### config.mk
export PLATFORM = sky130hd
export DESIGN_NAME = adder_subtractor_bist
export DESIGN_NICKNAME = d
export VERILOG_FILES = /design/src/rtl/adder_subtractor_pkg.sv /design/src/rtl/adder_subtractor_model.sv /design/src/rtl/adder_subtractor_bist.sv
export SDC_FILE = /design/constraint.sdc
export NUM_CORES = 1
export LEC_CHECK = 0
export BUFFER_PORTS_ARGS = -buffer_cell sky130_fd_sc_hd__buf_2
export CAP_MARGIN = 20
export CORE_ASPECT_RATIO = 0.6
export CORE_UTILIZATION = 45
export CTS_CLUSTER_DIAMETER = 80
export CTS_CLUSTER_SIZE = 24
export DETAILED_ROUTE_END_ITERATION = 8
export GPL_TIMING_DRIVEN = 1
export PLACE_DENSITY_LB_ADDON = 0.05
export SLEW_MARGIN = 20
export SYNTH_ARGS = -nofsm -noshare
export SYNTH_HDL_FRONTEND = slang
export SYNTH_SLANG_ARGS = --single-unit
### constraint.sdc
create_clock -name clk -period 3.6 [get_ports clk]
set_input_delay 0.72 -clock clk [delete_from_list [all_inputs] [get_ports clk]]
set_output_delay 0.72 -clock clk [all_outputs]
set_load 0.005 [all_outputs]
### src/rtl/adder_subtractor_pkg.sv
// Shared definitions for the adder_subtractor BIST engine and its golden model.
package adder_subtractor_pkg;

   localparam int WIDTH_DEF = 4;

   localparam logic MODE_ADD = 1'b0;
   localparam logic MODE_SUB = 1'b1;

   typedef enum logic [1:0] {
      IDLE  = 2'd0,
      DRIVE = 2'd1,
      CHECK = 2'd2,
      DONE  = 2'd3
   } bist_state_t;

endpackage

### src/rtl/adder_subtractor_model.sv
// Combinational golden model of the adder_subtractor: add, or two's-complement subtract
// where carry = 1 means no borrow.
module adder_subtractor_model
   import adder_subtractor_pkg::*;
#(
   parameter int WIDTH = WIDTH_DEF
) (
   input  logic [WIDTH-1:0] A_i,
   input  logic [WIDTH-1:0] B_i,
   input  logic             mode_i,
   output logic [WIDTH-1:0] exp_result_o,
   output logic             exp_carry_o
);

   logic [WIDTH:0] sum;

   // Subtract is A + ~B + 1 so the carry-out doubles as the "no borrow" flag.
   always_comb begin
      if (mode_i == MODE_SUB) begin
         sum = {1'b0, A_i} + {1'b0, ~B_i} + (WIDTH+1)'(1);
      end else begin
         sum = {1'b0, A_i} + {1'b0, B_i};
      end
   end

   assign exp_result_o = sum[WIDTH-1:0];
   assign exp_carry_o  = sum[WIDTH];

endmodule

### src/rtl/adder_subtractor_bist.sv
// Built-in self-test engine: sweeps every {mode, A, B} vector through an external
// adder_subtractor, compares against the golden model and reports the outcome.
module adder_subtractor_bist
   import adder_subtractor_pkg::*;
#(
   parameter int WIDTH = WIDTH_DEF
) (
   input  logic               clk,
   input  logic               rst,
   input  logic               start,
   output logic [WIDTH-1:0]   A,
   output logic [WIDTH-1:0]   B,
   output logic               mode,
   input  logic [WIDTH-1:0]   result,
   input  logic               carry,
   output logic               busy,
   output logic               done,
   output logic               pass,
   output logic [2*WIDTH+1:0] fail_count,
   output logic [WIDTH-1:0]   first_fail_A,
   output logic [WIDTH-1:0]   first_fail_B,
   output logic               first_fail_mode
);

   localparam int IDX_W = 2*WIDTH + 1;
   localparam int FC_W  = 2*WIDTH + 2;
   localparam logic [IDX_W-1:0] IDX_LAST = '1;

   bist_state_t       state_q, state_d;
   logic [IDX_W-1:0]  idx_q, idx_d;
   logic [FC_W-1:0]   fail_count_q, fail_count_d;
   logic              pass_q, pass_d;
   logic [WIDTH-1:0]  ff_A_q, ff_A_d;
   logic [WIDTH-1:0]  ff_B_q, ff_B_d;
   logic              ff_mode_q, ff_mode_d;

   logic [WIDTH-1:0]  exp_result;
   logic              exp_carry;
   logic              mismatch;

   // The index register drives the operands directly, so they hold the last vector
   // after the sweep and only return to 0 on reset.
   assign mode = idx_q[2*WIDTH];
   assign A    = idx_q[2*WIDTH-1:WIDTH];
   assign B    = idx_q[WIDTH-1:0];

   adder_subtractor_model #(.WIDTH(WIDTH)) u_model (
      .A_i          (A),
      .B_i          (B),
      .mode_i       (mode),
      .exp_result_o (exp_result),
      .exp_carry_o  (exp_carry)
   );

   assign mismatch = ({carry, result} != {exp_carry, exp_result});

   // Next-state and datapath update for the IDLE -> DRIVE -> CHECK ... -> DONE sweep.
   always_comb begin
      state_d      = state_q;
      idx_d        = idx_q;
      fail_count_d = fail_count_q;
      pass_d       = pass_q;
      ff_A_d       = ff_A_q;
      ff_B_d       = ff_B_q;
      ff_mode_d    = ff_mode_q;
      case (state_q)
         IDLE: begin
            if (start) begin
               idx_d        = '0;
               fail_count_d = '0;
               pass_d       = 1'b0;
               ff_A_d       = '0;
               ff_B_d       = '0;
               ff_mode_d    = 1'b0;
               state_d      = DRIVE;
            end
         end
         DRIVE: begin
            // One full cycle for the operands to settle through the unit under test.
            state_d = CHECK;
         end
         CHECK: begin
            if (mismatch) begin
               fail_count_d = fail_count_q + FC_W'(1);
               if (fail_count_q == '0) begin
                  ff_A_d    = A;
                  ff_B_d    = B;
                  ff_mode_d = mode;
               end
            end
            if (idx_q == IDX_LAST) begin
               // Verdict is ready in the same cycle that done pulses.
               pass_d  = (fail_count_d == '0);
               state_d = DONE;
            end else begin
               idx_d   = idx_q + IDX_W'(1);
               state_d = DRIVE;
            end
         end
         DONE: begin
            state_d = IDLE;
         end
         default: state_d = IDLE;
      endcase
   end

   // State and result registers; reset aborts any sweep and zeroes every output.
   always_ff @(posedge clk) begin
      if (rst) begin
         state_q      <= IDLE;
         idx_q        <= '0;
         fail_count_q <= '0;
         pass_q       <= 1'b0;
         ff_A_q       <= '0;
         ff_B_q       <= '0;
         ff_mode_q    <= 1'b0;
      end else begin
         state_q      <= state_d;
         idx_q        <= idx_d;
         fail_count_q <= fail_count_d;
         pass_q       <= pass_d;
         ff_A_q       <= ff_A_d;
         ff_B_q       <= ff_B_d;
         ff_mode_q    <= ff_mode_d;
      end
   end

   assign busy            = (state_q == DRIVE) || (state_q == CHECK);
   assign done            = (state_q == DONE);
   assign pass            = pass_q;
   assign fail_count      = fail_count_q;
   assign first_fail_A    = ff_A_q;
   assign first_fail_B    = ff_B_q;
   assign first_fail_mode = ff_mode_q;

endmodule

==> results.md <==
- Vias in the first global route: around 1600
- Measured slew at the worst slew-check pin: 721 ps
- Crit-path max FO: 20
- Period minus WS final: 2900 ps
- CP top delay family: compound AO/OA/AOI/OAI gates
- Remaining Overflow, GRT: 0
- Min-delay worst type: flip-flop to flip-flop
- Max_cap viols: 0
- Cells on worst reg2reg path: 11
- Post-route cell area: ~2300 um2
- Leak: about 0.00096 uW
- Row cnt: 18
- Initial core utilization: 47.7%
- Worst Hold Depth: 2
- WP buf/inv: 2
- RR Endpoint: pass
- Syn Nets: between 200 and 300
- CTS clk-pin slew, worst paths: around 60 ps
- Required @ worst endpoint: 3770 ps
- Hold slack: 503 ps
- Die width: a little under 90 um
- Post-CTS Hold Buffers: 0
- Worst flop-to-flop path startpoint: idx_q[5]
- Reg2reg setup slack: ~700 ps
- Mapped cell area: around 2000 um2
- PortBufs: 38
- CP endpoint kind: flip-flop
- Slowest stage delay, CP: 490 ps
- Post-route setup TNS: 0 ps
- Die area: ~4700 um2
- Crit-path cells: inv_1, fa_1, nor3_2, a2111oi_4, a31oi_1, xnor2_1, nand4_1, buf_4, and2_1, a41o_1, a31o_1
- Inserted Clock Buffers: 5
- Post-CTS setup buffer count: 0
- Startpoint Class: flip-flop
- Ant. Diodes: 0
- Final count of negative-setup-slack endpoints: 0
- PwrDens: 359 nW/um2
- Die height: between 50 and 60 um
- Synth cell types: 44
- Resized cells post-CTS: 0
- Yosys warning count: 0
- WHS Endpoint: first_fail_B[3]
- Crit path kind: flip-flop to flip-flop
- WL final: 5.19 mm
- H-tree level count: 2
- Initial detailed-routing violation count: 141
- Wire per inst: 15.3 um
- Area growth syn-to-layout: 15.9%
- Final #Nets: approximately 310
- Vias per inst: approximately 5.6
- CTS tree: built
- Arrival time at the worst endpoint: 3070 ps
- HPWL Detailed: about 3.8 mm
- Status: complete, no violations
- Vias: 1889
- DP Area: 2230 um2
- Post-route DRC: 0
- Slew Viols, Final: 0
- Final Skew: ~3.4 ps
- Period Utilization, post-route: 80.5%
- Worst vdd ir: approximately 0.00029 V
- Slowest cell on crit path: dfxtp_1
- Global-route wire length before repair: approximately 8 mm
- Initial antenna violation count: 0
- Core Region: around 4200 um2
- Largest net degree at the start of global routing: 28
- Share of layout cells above drive strength 1: between 10% and 20%
- Fraction of the yosys area taken by sequential cells: 31.0%
- Latest clock arrival within the worst-skew pair: ~270 ps
- Hold Violations, Final: 0
- Achievable Freq: about 350 MHz
- I/O Pins: 39
- Routability congestion estimate: 0.832
- HP Start: first_fail_B[3]
- Root Driver: clkbuf_8
- # clock sinks: 31
- Drt first pass iters: 5
- Slew Limit Headroom: 51.6%
- #FFs+latches synth: 31
- RSZ-0062 raised after global routing: false
- Clock Tree Buf Depth: 2
- Mean area per synthesized cell: 8.19 um2
- Antenna-violating nets left: 0
- GR Util All Layers: between 20% and 30%
- Synth Instances: 244
[per-stage QoR]
step / total power (uW) / setup slack, ps / cells / utilization, %
5_1_grt: 881 / 441 / 339 / 55.3
2_1_floorplan: 503 / 910 / 244 / -
6_report: 833 / 703 / 339 / 55.3
3_3_place_gp: 563 / 792 / 332 / 53.2
4_1_cts: 844 / 713 / 339 / 55.3
3_5_place_dp: 563 / 722 / 332 / 53.2
[cell usage in the layout, fill, tap and decap left out, drive strengths merged, types with 3 or more instances in the layout]
cell type	synthesis	final
buf	5	42
nor2	31	31
dfxtp	31	31
ha	16	16
a21oi	16	16
inv	14	14
nand2	13	13
o21ai	12	12
a22oi	11	11
nand3	9	9
xnor2	8	8
nand4	7	7
nor3	7	7
xor2	6	6
clkbuf	9	6
a311oi	5	5
nand2b	4	4
a31oi	4	4
mux2i	3	3
nor2b	3	3
nor4	3	3
and3	3	3
and2	3	3
[worst max-delay path by stage]
stage	startpoint	endpoint	slack [ps]	depth (start not counted)
2_1_floorplan	idx_q[0]	pass	910	12
3_3_place_gp	idx_q[5]	pass	790	11
3_5_place_dp	idx_q[5]	pass	720	11
4_1_cts	idx_q[5]	pass	710	11
5_1_grt	idx_q[5]	first_fail_A[2]	440	11
6_report	idx_q[5]	pass	700	11
[worst min-delay path, delay by kind of cell, from the launching register on]
family / cells / cell delay [ps]
DFF: 1 / 320
AOI/OAI and AO/OA: 1 / 70
and+or+nand+nor: 1 / 80
[layer usage]
metal	GRT usage, %	share of wire (%)	up-vias
met5	0	0	-
met4	4.84	0.37	0
met3	5.83	8.3	2
met2	28.0	37	78
met1	39.0	54	865
li1	-	-	944
[where the power goes]
part	switching (uW)	leakage (uW)	internal (uW)	total, uW
sequential	8.69	0.000250	351	360
combinational	138	0.000666	59.4	197
clock	125	0.0000470	150	275
[layout make-up]
class                      count  area, um2
clock buffer                   6       82.6
multi-input combinational    185       1260
tap                           60       75.1
timing repair buffer          42        220
inverter                      14       52.6
fill                         426       1870
sequential                    31        621
clock inverter                 1       5.00
[synthesized netlist by cell type, drive strengths merged]
master	instances	area (um2)
nor2	31	116
xor2	6	52.6
nand3b	2	15.0
nor3	7	40.0
a31o	2	17.5
o21ai	12	60.1
fa	2	40.0
a2111oi	2	36.3
xnor2	8	70.1
a221oi	1	15.0
inv	14	52.6
or3	1	6.26
a21o	1	7.51
buf	5	31.3
a22oi	11	82.6
and2	3	18.8
clkbuf	9	33.8
or2	2	12.5
o2bb2ai	1	8.76
a211o	1	8.76
nand4	7	43.8
a21oi	16	83.8
nand3	9	45.0
a41o	1	10.0
nor2b	3	18.8
a41oi	2	17.5
o32ai	1	8.76
nand2b	4	25.0
dfxtp	31	621
and3	3	18.8
nand2	13	48.8
ha	16	200
a31oi	4	25.0
nor4	3	18.8
mux2i	3	30.0
a211oi	2	15.0
a311oi	5	43.8
[flip-flops by register name (all words and copies together) (netlist names)]
register         flops
first_fail_A         4
pass                 1
state_q              2
idx_q                9
fail_count          10
first_fail_mode      1
first_fail_B         4
[cell families after synthesis]
family                   count (synthesis)  synth area share, %
AO/OA/AOI/OAI                           62                 22.0
XOR/XNOR                                14                 6.13
adder cells (fa/ha/maj)                 18                 12.0
buffers and inverters                   28                 5.88
flip-flops                              31                 31.0
multiplexers                             3                 1.50
AND/OR/NAND/NOR                         88                 21.4
No activity file was read; power rests on OpenSTA's default activity.
